===== src/rtl/cache_wr_ctrl.sv =====
// Write-through, no-write-allocate write controller for the direct-mapped data cache.
// Optional hit/miss statistics counters are enabled by defining CACHE_WR_STATS_EN.

module update_data #(
   parameter int LINE_W = 64,
   parameter int WSEL_W = 1
) (
   input  logic [LINE_W-1:0] line,
   input  logic [31:0]       wdata,
   input  logic [WSEL_W-1:0] wsel,
   input  logic [3:0]        bval,
   output logic [LINE_W-1:0] merged
);
   for (genvar w = 0; w < LINE_W/32; w++) begin : g_word
      for (genvar b = 0; b < 4; b++) begin : g_byte
         assign merged[w*32+b*8 +: 8] = (wsel == WSEL_W'(w) && bval[b]) ? wdata[b*8 +: 8]
                                                                        : line[w*32+b*8 +: 8];
      end
   end
endmodule

module cache_wr_ctrl #(
   parameter int ADDR_WIDTH      = 32,
   parameter int INDEX_WIDTH     = 4,
   parameter int OFFSET_WIDTH    = 3,
   parameter int CACHE_STR_WIDTH = 64
) (
   input  logic                                         sys_clk,
   input  logic                                         sys_rst_n,
   input  logic                                         sys_wr,
   input  logic [ADDR_WIDTH-1:0]                        sys_addr,
   input  logic [31:0]                                  sys_wdata,
   input  logic [3:0]                                   sys_bval,
   output logic                                         sys_ack,
   output logic                                         cache_rd_en,
   output logic                                         cache_wr_en,
   output logic [INDEX_WIDTH-1:0]                       cache_index,
   input  logic [CACHE_STR_WIDTH-1:0]                   cache_rd_data,
   input  logic [ADDR_WIDTH-INDEX_WIDTH-OFFSET_WIDTH-1:0] cache_rd_tag,
   input  logic                                         cache_rd_valid,
   output logic [CACHE_STR_WIDTH-1:0]                   cache_wr_data,
   output logic                                         mem_wr_req,
   output logic [ADDR_WIDTH-1:0]                        mem_addr,
   output logic [31:0]                                  mem_wdata,
   output logic [3:0]                                   mem_bval,
`ifdef CACHE_WR_STATS_EN
   output logic [15:0]                                  stat_hit_cnt,
   output logic [15:0]                                  stat_miss_cnt,
`endif
   input  logic                                         mem_ack
);
   localparam int TAG_WIDTH = ADDR_WIDTH - INDEX_WIDTH - OFFSET_WIDTH;
   localparam int TAG_LO    = OFFSET_WIDTH + INDEX_WIDTH;
   localparam int WSEL_W    = OFFSET_WIDTH - 2;

   typedef enum logic [2:0] {IDLE, LOOKUP, COMPARE, MEM_WR, DONE} state_t;

   state_t                      state_q, state_d;
   logic [ADDR_WIDTH-1:2]       addr_q;
   logic [31:0]                 wdata_q;
   logic [3:0]                  bval_q;
   logic                        accept, hit;
   logic [CACHE_STR_WIDTH-1:0]  merged;
   logic [TAG_WIDTH-1:0]        tag_q;
   logic [INDEX_WIDTH-1:0]      idx_q;
   logic [WSEL_W-1:0]           wsel_q;
   logic                        unused_addr_lsb;

   // Byte lanes come from bval only, so the two address LSBs are never stored.
   assign unused_addr_lsb = ^sys_addr[1:0];

   assign tag_q  = addr_q[ADDR_WIDTH-1:TAG_LO];
   assign idx_q  = addr_q[TAG_LO-1:OFFSET_WIDTH];
   assign wsel_q = addr_q[OFFSET_WIDTH-1:2];
   assign hit    = cache_rd_valid && (cache_rd_tag == tag_q);

   update_data #(.LINE_W(CACHE_STR_WIDTH), .WSEL_W(WSEL_W)) u_update (
      .line   (cache_rd_data),
      .wdata  (wdata_q),
      .wsel   (wsel_q),
      .bval   (bval_q),
      .merged (merged)
   );

   always_comb begin
      state_d       = state_q;
      accept        = 1'b0;
      sys_ack       = 1'b0;
      cache_rd_en   = 1'b0;
      cache_wr_en   = 1'b0;
      cache_index   = '0;
      cache_wr_data = '0;
      case (state_q)
         IDLE: if (sys_wr) begin
            accept  = 1'b1;
            state_d = (sys_bval != 4'b0000) ? LOOKUP : DONE;
         end
         LOOKUP: begin
            cache_rd_en = 1'b1;
            cache_index = idx_q;
            state_d     = COMPARE;
         end
         COMPARE: begin
            if (hit) begin
               cache_wr_en   = 1'b1;
               cache_index   = idx_q;
               cache_wr_data = merged;
            end
            state_d = MEM_WR;
         end
         MEM_WR:  if (mem_ack) state_d = DONE;
         DONE: begin
            sys_ack = 1'b1;
            state_d = IDLE;
         end
         default: state_d = IDLE;
      endcase
   end

   always_ff @(posedge sys_clk or negedge sys_rst_n) begin
      if (!sys_rst_n) begin
         state_q    <= IDLE;
         mem_wr_req <= 1'b0;
         addr_q     <= '0;
         wdata_q    <= '0;
         bval_q     <= '0;
      end else begin
         state_q    <= state_d;
         mem_wr_req <= (state_d == MEM_WR);
         if (accept) begin
            addr_q  <= sys_addr[ADDR_WIDTH-1:2];
            wdata_q <= sys_wdata;
            bval_q  <= sys_bval;
         end
      end
   end

   assign mem_addr  = {addr_q, 2'b00};
   assign mem_wdata = wdata_q;
   assign mem_bval  = bval_q;

`ifdef CACHE_WR_STATS_EN
   always_ff @(posedge sys_clk or negedge sys_rst_n) begin
      if (!sys_rst_n) begin
         stat_hit_cnt  <= '0;
         stat_miss_cnt <= '0;
      end else if (state_q == COMPARE) begin
         if (hit) begin
            if (stat_hit_cnt != 16'hFFFF) stat_hit_cnt <= stat_hit_cnt + 16'd1;
         end else if (stat_miss_cnt != 16'hFFFF) begin
            stat_miss_cnt <= stat_miss_cnt + 16'd1;
         end
      end
   end
`endif

endmodule


===== config.mk =====
export PLATFORM = sky130hd
export DESIGN_NAME = cache_wr_ctrl
export DESIGN_NICKNAME = d
export VERILOG_FILES = /design/src/rtl/cache_wr_ctrl.sv
export SDC_FILE = /design/constraint.sdc
export NUM_CORES = 1
export LEC_CHECK = 0
export ABC_AREA = 1
export CAP_MARGIN = 30
export CORE_UTILIZATION = 32
export CTS_BUF_LIST = sky130_fd_sc_hd__clkbuf_16
export DETAILED_ROUTE_END_ITERATION = 12
export PLACE_DENSITY = 0.78
export SYNTH_ARGS = -nofsm -noshare
export SYNTH_HDL_FRONTEND = slang
export SYNTH_SLANG_ARGS = --single-unit

===== constraint.sdc =====
create_clock -name sys_clk -period 1.8 [get_ports sys_clk]
set_clock_uncertainty 0.05 [all_clocks]
set_input_delay 0.36 -clock sys_clk [delete_from_list [all_inputs] [get_ports sys_clk]]
set_output_delay 0.36 -clock sys_clk [all_outputs]
set_load 0.01 [all_outputs]

==> out/results.tsv <==
stage	metric	value	unit
status	status	finished with violations	
status	failing checks	negative setup slack	
floorplanning	total die area	13600	µm²
floorplanning	initial core utilization	33.1	%
place	Setup WS pre-CTS	-1.08	ns
route	Via density	4.72	
synthesis	largest family of logic cells by synthesized area	simple AND/OR/NAND/NOR gates	
sta	crit share post-route	134	%
floorplanning	core area	12700	µm²
global_routing	met3 Use GR	5.71	%
synthesis	simple-gate share of the synthesized area	24.9	%
synthesis	post-synthesis mux area share	10.4	%
sta	Fin Setup TNS	-36.42	ns
cts	Num CTS Buffers	9	
route	via count	5202	
global_routing	largest net degree at the start of global routing	36	
critical_path	FF-to-FF path depth	8	
synthesis	top-area cell type share of the netlist area	41.7	%
critical_path	CP Capture Type	output port	
synthesis	area leader, netlist	dfrtp_1	
sta	Fin Hold WS	0.432	ns
sta	Final setup viols	69	
final_layout	Final #Nets	1088	
global_routing	grt total ovfl	0	
hold_path	min-delay worst type	input pin to async pin	
global_routing	busiest grt layer	met2	
floorplanning	I/O pin count	302	
final_layout	Antenna diodes	0	
route	1st-pass router iterations	4	
global_routing	first-pass GRT wire length	24800	µm
synthesis	xor/xnor share of the synthesized area	0.833	%
final_layout	share of post-route cells with drive strength above 1	31.8	%
cts	htree depth	3	
power_and_ir_drop	peak supply drop	0.843	mV
synthesis	most frequent cells after synthesis	nand2_1, a21oi_1, dfrtp_1	
synthesis	sequential area share after synthesis	41.7	%
synthesis	most common cell in the netlist	nand2_1	
cts	deepest clock path buffer count	2	
floorplanning	Core Rows	41	
critical_path	CP startpoint kind	input pin	
final_layout	Final Core Density	64.9	%
critical_path	Arrival @ worst endpoint	2.01	ns
floorplanning	Die Span X	117	µm
global_routing	initial antenna violation count	0	
synthesis	YS warnings	0	
place	Post-Place Cells	1072	
place	GP Congestion	0.796	
synthesis	post-synthesis adder-cell area fraction	0	%
critical_path	Critical Path RT	1.39	ns
power_and_ir_drop	LEAKAGE	4.06	nW
synthesis	Post-synth ARST share	100	%
route	drt drc	0	
place	DP HPWL	13100	µm
power_and_ir_drop	PwrDens	1390	nW/µm²
floorplanning	die height	117	µm
sta	RSZ-0062 raised after global routing	true	
cts	Worst-path clk slew	0.06	ns
critical_path	crit-path max FO	8	
synthesis	mapped cell area	4210	µm²
synthesis	synthesized area per cell	7.51	µm²
sta	Final Hold Vio Count	0	
global_routing	vias in the first global route	5047	
place	placed cell area	7920	µm²
place	PortBufs	297	
synthesis	Post-Syn Instances	560	
final_layout	final instance area	8250	µm²
cts	CTS Root Buffer Type	clkbuf_16	
flow_run	# Max-Cap Violations	0	
final_layout	non-filler instance count after layout	1103	
sta	Final min period	2.42	ns
final_layout	Layout area overhead	96.3	%
cts	CTS tree	built	
route	drt initial violations	182	
synthesis	number of synthesized flops with an enable pin	0	
synthesis	Main synth FF type	dfrtp_1	
synthesis	post-synthesis compound-gate area fraction	12.8	%
sta	Slew Limit Fails	0	
sta	Max Fclk	0.414	GHz
cts	CTS Sinks	70	
global_routing	gr usage total	23.7	%
synthesis	post-synth cell types	22	
route	final WL	17000	µm
route	wire length per cell	15.4	µm
global_routing	met2 Resource Use GR	44.5	%
cts	clock latency on the worst-skew pair	0.32	ns
final_layout	fillers	1133	
global_routing	M1 GR Usage	25.7	%
power_and_ir_drop	total power after layout	11.5	mW
route	antenna-violating nets left	0	
synthesis	#FFs+latches synth	70	
sta	worst setup margin	-0.616	ns
critical_path	Setup Crit Path Kind	input pin to output port	
synthesis	Synth area leaders	dfrtp_1, nand2_1, mux2_2	
-- sequential cells by signal (all words and copies together), names as in the netlist --
name and cells:
mem_bval 4, mem_wdata 32, state_q 3, addr_q 30, mem_wr_req 1
-- layer usage --
| metal | vias up | wire length, µm |
|---|---|---|
| met3 | 39 | 1360 |
| li1 | 2548 | - |
| met1 | 2409 | 6260 |
| met5 | - | 0 |
| met2 | 206 | 8880 |
| met4 | 0 | 483 |
-- repair_timing --
| item | 4_1_cts | 5_1_grt |
|---|---|---|
| hold buffers | 1 | 0 |
| setup endpoints to repair | 77 | 76 |
| gates resized for setup | 340 | 55 |
| hold endpoints to repair | 23 | 0 |
| setup buffers | 8 | 7 |
| pin swaps | 13 | 15 |
| gates cloned | 1 | 0 |
-- final cells by class --
class / instances / area, µm² / area share (%)
Sequential cell: 70 / 1750 / 21.2
Tap cell: 172 / 215 / 2.61
Timing Repair Buffer: 389 / 3470 / 42.1
Inverter: 57 / 214 / 2.59
Multi-Input combinational cell: 399 / 2320 / 28.1
Clock inverter: 7 / 57.6 / 0.697
Clock buffer: 9 / 225 / 2.73
-- report_power, final --
group | internal (mW) | switching [mW]
clock | 1.05 | 0.657
combinational | 3.62 | 3.06
sequential | 2.36 | 0.734
total | 7.03 | 4.45
-- critical path, cell delays in order --
cell	delay (ns)
clkdlybuf4s50_1	0.48
o21ai_1	0.09
nor2_1	0.15
nand3_2	0.12
nor2_4	0.15
nand2_4	0.10
buf_12	0.17
buf_6	0.12
a21oi_2	0.11
buf_2	0.16
-- final timing paths --
check	from	endpoint	slack, ns
max	cache_rd_tag[1]	cache_wr_data[31]	-0.62
min	sys_rst_n	mem_wdata[21]$_DFFE_PN0P_	0.43
max reg2reg	state_q[0]$_DFF_PN0_	state_q[0]$_DFF_PN0_	0.08
min reg2reg	addr_q[4]$_DFFE_PN0P_	addr_q[4]$_DFFE_PN0P_	0.49
max in group asynchronous	sys_rst_n	state_q[1]$_DFF_PN0_	0.75
min in group sys_clk	addr_q[4]$_DFFE_PN0P_	addr_q[4]$_DFFE_PN0P_	0.49
-- logic make-up (layout without fill, tap and decap cells) --
logic type,after synthesis,after routing
mux,39,39
buf+inv,92,462
flops,70,70
compound gates,100,100
other cells,1,2
simple gates,254,254
xor+xnor,4,4
-- cell usage in the layout, fill, tap and decap left out, types with 2 or more instances in the layout --
master / netlist / layout
xnor2_1: 4 / 4
nand3_1: 65 / 64
nand2_4: 0 / 2
inv_1: 54 / 50
a21oi_2: 9 / 48
nand2_2: 0 / 5
dlymetal6s2s_1: 0 / 8
nor2_2: 1 / 5
nor2_1: 37 / 32
mux2_2: 39 / 39
dfrtp_1: 70 / 69
a21oi_1: 85 / 43
clkbuf_16: 0 / 9
buf_12: 0 / 11
buf_2: 7 / 66
a21oi_4: 0 / 3
buf_6: 3 / 9
conb_1: 1 / 2
nand2_1: 146 / 139
o21ai_0: 5 / 4
buf_4: 3 / 81
clkdlybuf4s50_1: 0 / 193
clkinv_1: 0 / 2
dlygate4sd2_1: 0 / 19
inv_2: 3 / 9
Note: power is estimated with default switching activity, not from simulation.
